## src/rtl/uart_tx_cfg.sv

```systemverilog
// rtl/uart_tx_cfg.sv - buffered UART transmitter with run-time prescaler, parity and stop-bit options
module uart_tx_cfg #(
   parameter int DATA_WIDTH     = 8,
   parameter int FIFO_DEPTH     = 4,
   parameter int PRESCALE_WIDTH = 16
) (
   input  logic                            CLK,
   input  logic                            RST,
   input  logic [DATA_WIDTH-1:0]           P_DATA,
   input  logic                            Data_Valid,
   output logic                            Data_Ready,
   input  logic                            PAR_EN,
   input  logic                            PAR_TYP,
   input  logic                            STOP2,
   input  logic [PRESCALE_WIDTH-1:0]       PRESCALE,
   output logic                            TX_OUT,
   output logic                            busy,
   output logic [$clog2(FIFO_DEPTH):0]     fifo_count
);
   localparam int AW = $clog2(FIFO_DEPTH);
   localparam int CW = AW + 1;

   typedef enum logic [2:0] {IDLE, START, DATA, PARITY, STOP} state_t;

   logic [DATA_WIDTH-1:0]     mem [FIFO_DEPTH];
   logic [AW-1:0]             wr_ptr, rd_ptr;
   logic                      push, pop, shift_en;

   state_t                    state, state_n;
   logic                      loaded, loaded_n;
   logic [PRESCALE_WIDTH-1:0] pcnt, pcnt_n, prescale_q, prescale_eff;
   logic [3:0]                bcnt, bcnt_n;
   logic [DATA_WIDTH-1:0]     shift_reg, word_q;
   logic                      par_en_q, par_typ_q, stop2_q;
   logic                      tx_n, busy_n, bit_end, parity_bit;

   assign Data_Ready   = (fifo_count != CW'(FIFO_DEPTH));
   assign push         = Data_Valid & Data_Ready;
   assign prescale_eff = (PRESCALE == '0) ? PRESCALE_WIDTH'(1) : PRESCALE;
   assign bit_end      = (pcnt == prescale_q - PRESCALE_WIDTH'(1));
   assign parity_bit   = (^word_q) ^ par_typ_q;

   always_ff @(posedge CLK) begin
      if (push) mem[wr_ptr] <= P_DATA;
   end

   always_ff @(posedge CLK) begin
      if (RST) begin
         wr_ptr     <= '0;
         rd_ptr     <= '0;
         fifo_count <= '0;
      end else begin
         if (push) wr_ptr <= wr_ptr + AW'(1);
         if (pop)  rd_ptr <= rd_ptr + AW'(1);
         fifo_count <= fifo_count + CW'(push) - CW'(pop);
      end
   end

   always_ff @(posedge CLK) begin
      if (RST) begin
         state      <= IDLE;
         loaded     <= 1'b0;
         pcnt       <= '0;
         bcnt       <= '0;
         TX_OUT     <= 1'b1;
         busy       <= 1'b0;
         shift_reg  <= '0;
         word_q     <= '0;
         par_en_q   <= 1'b0;
         par_typ_q  <= 1'b0;
         stop2_q    <= 1'b0;
         prescale_q <= PRESCALE_WIDTH'(1);
      end else begin
         state  <= state_n;
         loaded <= loaded_n;
         pcnt   <= pcnt_n;
         bcnt   <= bcnt_n;
         TX_OUT <= tx_n;
         busy   <= busy_n;
         if (pop) begin
            shift_reg  <= mem[rd_ptr];
            word_q     <= mem[rd_ptr];
            par_en_q   <= PAR_EN;
            par_typ_q  <= PAR_TYP;
            stop2_q    <= STOP2;
            prescale_q <= prescale_eff;
         end else if (shift_en) begin
            shift_reg <= shift_reg >> 1;
         end
      end
   end

   // A pop from IDLE spends one cycle loading before START; a pop at the end of STOP starts at once.
   always_comb begin
      state_n  = state;
      loaded_n = loaded;
      pcnt_n   = bit_end ? '0 : pcnt + PRESCALE_WIDTH'(1);
      bcnt_n   = bcnt;
      tx_n     = TX_OUT;
      busy_n   = busy;
      pop      = 1'b0;
      shift_en = 1'b0;
      case (state)
         IDLE: begin
            tx_n   = 1'b1;
            busy_n = 1'b0;
            pcnt_n = '0;
            bcnt_n = '0;
            if (loaded) begin
               state_n  = START;
               loaded_n = 1'b0;
               tx_n     = 1'b0;
               busy_n   = 1'b1;
            end else if (fifo_count != '0) begin
               pop      = 1'b1;
               loaded_n = 1'b1;
            end
         end
         START: begin
            if (bit_end) begin
               state_n = DATA;
               tx_n    = shift_reg[0];
               bcnt_n  = '0;
            end
         end
         DATA: begin
            if (bit_end) begin
               if (bcnt == 4'(DATA_WIDTH - 1)) begin
                  bcnt_n = '0;
                  if (par_en_q) begin
                     state_n = PARITY;
                     tx_n    = parity_bit;
                  end else begin
                     state_n = STOP;
                     tx_n    = 1'b1;
                  end
               end else begin
                  shift_en = 1'b1;
                  tx_n     = shift_reg[1];
                  bcnt_n   = bcnt + 4'd1;
               end
            end
         end
         PARITY: begin
            if (bit_end) begin
               state_n = STOP;
               tx_n    = 1'b1;
               bcnt_n  = '0;
            end
         end
         STOP: begin
            if (bit_end) begin
               if (stop2_q && bcnt == 4'd0) begin
                  bcnt_n = 4'd1;
               end else if (fifo_count != '0) begin
                  pop     = 1'b1;
                  state_n = START;
                  tx_n    = 1'b0;
               end else begin
                  state_n = IDLE;
                  tx_n    = 1'b1;
                  busy_n  = 1'b0;
               end
            end
         end
         default: state_n = IDLE;
      endcase
   end
endmodule

```

## config.mk

```make
export PLATFORM = sky130hd
export DESIGN_NAME = uart_tx_cfg
export DESIGN_NICKNAME = d
export VERILOG_FILES = /design/src/rtl/uart_tx_cfg.sv
export SDC_FILE = /design/constraint.sdc
export NUM_CORES = 1
export LEC_CHECK = 0
export ABC_AREA = 1
export CORE_MARGIN = 8
export CORE_UTILIZATION = 64
export CTS_CLUSTER_SIZE = 28
export DETAILED_ROUTE_END_ITERATION = 8
export PLACE_DENSITY = 0.89
export SYNTH_ARGS = -nofsm -noshare
export SYNTH_HDL_FRONTEND = slang
export SYNTH_SLANG_ARGS = --single-unit
```

## constraint.sdc

```tcl
create_clock -name CLK -period 4.2 [get_ports CLK]
set_input_delay 0.84 -clock CLK [delete_from_list [all_inputs] [get_ports CLK]]
set_output_delay 0.84 -clock CLK [all_outputs]
set_load 0.01 [all_outputs]
```

## Word level (Yosys, flattened, before mapping)

Memory sizes are Yosys's and may differ from the RTL's. A register that Yosys moved wholly into a read port is not among the register bits.
Index checks and enable logic that the tools add are counted.
W data, S select, Z words.

- RAM bits: 32
- Output and inout bits: 6
- Flip-flop bits (word level): 68
- Input bits: 30
- Memories kept: 1

- Bitwise operators: 2
- Eq/ne operators: 17
- Mux-type cells: 46
- Reductions and logical operators: 16
- $add $sub $neg: 7

Memory list:

| name | depth | bits a word | read ports | clocked after Yosys merged registers in | wr ports | RTL line | source |
|---|---|---|---|---|---|---|---|
| mem | 4 | 8 | 1 | 1 | 1 | 25 | `logic [DATA_WIDTH-1:0] mem [FIFO_DEPTH];` |

Operators with widths:

| kind | count |
|---|---|
| $mux W3 | 8 |
| $mux W1 | 23 |
| $mux W4 | 5 |
| $ne A2 B2 Y1 const B | 9 |
| $add A16 B1 Y16 const B | 1 |
| $eq A16 B16 Y1 | 1 |
| $logic_not A16 Y1 | 1 |
| $mux W16 | 1 |
| $mux W8 | 2 |
| $pmux W4 S4 | 1 |
| $sub A16 B1 Y16 const B | 1 |
| $pmux W3 S5 | 1 |
| $reduce_xor A8 Y1 | 1 |
| $reduce_and A7 Y1 | 1 |
| $eq A3 B2 Y1 const B | 2 |
| $reduce_and A6 Y1 | 1 |
| $pmux W1 S5 | 1 |
| $reduce_and A5 Y1 | 1 |
| $reduce_bool A5 Y1 | 1 |
| $add A2 B1 Y2 const B | 2 |
| $add A4 B1 Y4 const B | 1 |
| $eq A4 B3 Y1 const B | 1 |
| $logic_not A4 Y1 | 1 |
| $mux W2 | 2 |
| 17 further kinds | 19 |

## Longest topological paths before layout

- Word-level depth: 7
- Gate-level depth with buffers: 21
- Mapped depth without buffers: 20

## Worst setup path after synthesis

No wires, ideal clock.

- Path type: flip-flop to flip-flop
- Start: register prescale_q[0]
- End: register fifo_count[1]
- Setup slack: 1415 ps
- Path buffers: 1
- Arrival: 2657 ps
- Library setup time: 128 ps
- Cell stages (with the launch flop): 21
- Cells stage by stage: dfxtp_1 -> inv_1 -> ha_1 -> nand2_1 -> inv_1 -> nor2_1 -> nand2_1 -> nor2_1 -> nand3_1 -> nor2_1 -> nand2_1 -> nor2_4 -> nand4_4 -> nand2_4 -> buf_6 -> ha_1 -> inv_1 -> ha_1 -> fa_1 -> inv_1 -> nor2_1

- Longest elaborated chain between the ends: 5

Ends and longest elaborated chain:

| item | RTL line | source |
|---|---|---|
| from (decl) | 31 | `logic [PRESCALE_WIDTH-1:0] pcnt, pcnt_n, prescale_q, prescale_eff;` |
| from (signal assigned) | 86 | `prescale_q <= prescale_eff;` |
| $sub A16 B1 Y16 | 40 | `assign bit_end = (pcnt == prescale_q - PRESCALE_WIDTH'(1));` |
| $eq A16 B16 Y1 | 40 |  |
| $mux W1 | 152 | `if (bit_end) begin` |
| $pmux W1 S2 | 103 | `case (state)` |
| $sub A3 B1 Y3 | 55 | `fifo_count <= fifo_count + CW'(push) - CW'(pop);` |
| to (signal assigned) | 55 |  |
| to (decl) | 18 | `output logic [$clog2(FIFO_DEPTH):0] fifo_count` |

Every way passes these cells.
A chain may end at the register's enable or synchronous reset.

## Worst setup path after layout

Ends and elaborated chain as after synthesis.

==> flow_metrics.py <==
metrics = {
    "job": {
        "cap_violations": 0,
    },
    "final_layout": {
        "finalNetCount": 797,
        "largest_reg_flops": 32,
        "reg_top3": "mem (32), pcnt (16), prescale_q (16)",
        "insertedDiodeCount": 0,
        "fillers": 650,
        "multi_input_area_mm2": 0.00251,
        "drive_above_1_share": 0.0394,
        "top_register": "mem",
        "regArea_mm2": 0.00236,
        "area_growth_pct": 11.1,
    },
    "timing": {
        "worst_hold_slack_ns": 0.482,
        "skew_ns": 0.0151,
        "fin_setup_tns_ns": 0,
        "setup_viol": 0,
        "rsz0062_at_grt": "no",
        "period_needed_ns": 3.04,
        "timing.fmax_mhz": 329,
        "hold_viol_final": 0,
        "worst_pin_slew_ns": 0.732,
        "slew_violations": 0,
        "min_period_over_period": 0.724,
        "slew_headroom": 0.510,
    },
    "cts": {
        "cts_sinks": 102,
        "cts_tree": "done",
        "post_cts_resize_count": 0,
        "htree_levels": 3,
        "hold_buffers": 0,
        "post_cts_buffers": 0,
        "clk_latency_ns": 0.39,
        "clock_tree.root_cell": "clkbuf_8",
        "path_clk_slew_ns": 0.10,
        "cts_buffers": 9,
        "clockBufferDepth": 2,
    },
    "floorplan": {
        "die_y_um": 107,
        "rows": 33,
        "die_w_um": 107,
        "start_util": 0.654,
        "ios": 36,
        "core_mm2": 0.00813,
        "die_area_mm2": 0.0115,
    },
    "routing": {
        "firstDrtPassIters": 5,
        "drc": 0,
        "drt_iter0_drc": 213,
        "wl_per_cell_um": 13.7,
        "wirelength_mm": 11.8,
        "ant_nets": 0,
        "num_vias": 4671,
        "vias_per_cell": 5.39,
    },
    "yosys": {
        "yosysTopAreaCell": "dfxtp_1",
        "seq_area_frac_synth": 0.444,
        "ys_ff_latch": 102,
        "synth_most_common_cell": "nand2_1",
        "synth_warnings": 0,
        "synth_area_leaders": "dfxtp_1 (26%), edfxtp_1 (18%), nand2_1 (13%), nor2_1 (9.2%), inv_1 (6.1%)",
        "synth_cells": 727,
        "syn_nets": 768,
        "synth_area_mm2": 0.00532,
        "synth_edf_count": 32,
        "ys.flop_type": "dfxtp_1",
        "ys_top_cells_by_count": "nand2_1 (182), nor2_1 (130), inv_1 (86), dfxtp_1 (70), nand3_1 (48)",
        "async_flop_share": 0,
        "syn_area_per_cell_um2": 7.31,
        "synth.distinct_cells": 37,
        "synth_top_area_frac": 0.264,
    },
    "place": {
        "place.gp.congestion": 0.945,
        "port_buffers": 35,
        "dpl.hpwl_mm": 8.77,
    },
    "global_route": {
        "grt_max_degree": 41,
        "overflow": 0,
        "grt_pass1_vias": 4475,
        "antenna_found_initial": 0,
        "grt_use_total": 0.214,
        "grt_pass1_wl_mm": 20.2,
    },
    "setup_path": {
        "critical_path.max_fanout": 16,
        "endpoint_kind": "flip-flop",
        "critical_path_arrival_ns": 3.30,
        "path_class": "reg2reg",
        "cp-startpoint": "prescale_q[0]",
        "crit_required_ns": 4.46,
        "start_kind": "flip-flop",
        "r2r_start": "prescale_q[0]",
    },
    "power": {
        "switching_share": 0.462,
        "clkPwrFrac": 0.152,
        "intPower_mw": 2.21,
        "p_comb_frac": 0.490,
        "p_leak_nw": 2.53,
        "powerDensity_mw_per_mm2": 695,
        "power_frac_seq": 0.358,
        "ir_drop_uv": 435,
        "total_power_mw": 4.11,
        "switchingPower_mw": 1.90,
    },
    "worst_hold_path": {
        "hp-start": "TX_OUT",
        "hold_class": "reg2reg",
    },
    "status": {
        "status": "completed",
    },
}
[worst max-delay path, cell delays in order (launching register included)]
cell and delay [ns]:
dfxtp_1 0.32, inv_1 0.12, ha_1 0.21, nand2_1 0.10, nor2_1 0.24, nor2_1 0.07, nor2_1 0.09, nand3_1 0.07
nor2_1 0.11, nand2_1 0.09, nor2_4 0.13, nand4_4 0.25, nand2_4 0.13, ha_1 0.25, inv_1 0.05, ha_1 0.15
fa_1 0.42, inv_1 0.07, nor2_1 0.04
[cell usage in the layout, fill, tap and decap left out, drive strengths merged]
master         netlist  final
nor3b                7      7
o21bai               1      1
nand3               49     49
nand2              183    183
xnor2               12     12
nand4               17     17
and2                 1      1
ha                  10     10
o21ai               20     20
and3                 1      1
a41o                 1      1
clkinv               0      4
buf                 10      3
xor2                11     11
a21oi               42     42
nor2               136    136
o22ai                2      2
clkbuf              10      9
dfxtp               70     70
inv                 87     90
edfxtp              32     32
a221oi               1      1
fa                   1      1
o211ai               1      1
nor3                 8      8
nor2b                1      1
clkdlybuf4s50        0     35
nand2b               4      4
nand3b               4      4
nor4                 5      5
[power groups by stage]
| stage | combinational [mW] | clock (mW) | sequential [mW] |
|---|---|---|---|
| after floorplan | 1.65 | 0 | 1.41 |
| after global placement | 1.92 | 0 | 1.47 |
| after detailed placement | 1.99 | 0 | 1.48 |
| after CTS | 2.01 | 0.635 | 1.46 |
| after global routing | 2.32 | 0.671 | 1.50 |
| final | 2.01 | 0.625 | 1.47 |
[per-stage QoR]
step	worst slack, ns	util	std cells	cell area (µm²)
6_report	1.16	0.726	866	5910
5_1_grt	0.750	0.726	866	5910
4_1_cts	1.18	0.726	866	5910
3_5_place_dp	1.24	0.702	850	5710
3_3_place_gp	1.34	0.702	850	5710
2_1_floorplan	1.42	-	727	5320
[cell type report]
| cell class | instances | area share |
|---|---|---|
| Sequential cell | 102 | 0.400 |
| Tap cell | 105 | 0.0222 |
| Multi-Input combinational cell | 518 | 0.425 |
| Clock inverter | 7 | 0.0131 |
| Inverter | 87 | 0.0553 |
| Clock buffer | 9 | 0.0210 |
| Timing Repair Buffer | 38 | 0.0631 |
[final timing paths]
| path | to | slack (ns) | cells past startpoint |
|---|---|---|---|
| max | fifo_count[1] | 1.16 | 18 |
| min | TX_OUT | 0.48 | 2 |
| max reg2reg | fifo_count[1] | 1.16 | 18 |
| min reg2reg | TX_OUT | 0.48 | 2 |
[cells by family after synthesis]
kind of cell	count (synthesis)	share of synthesized area
DFF	102	0.444
xor gates and xnor gates	23	0.0379
AOI/OAI and AO/OA	68	0.0671
and+or+nand+nor	416	0.340
buffers and inverters	107	0.0831
adders and majority gates	11	0.0273
[routing by layer]
metal | routed length, µm | track usage | vias to the layer above
met2 | 5980 | 0.383 | 111
li1 | - | - | 2375
met1 | 5040 | 0.239 | 2162
met5 | 0 | 0 | -
met4 | 246 | 0.0925 | 0
met3 | 579 | 0.0468 | 23
Note: power is estimated with default switching activity, not from simulation.
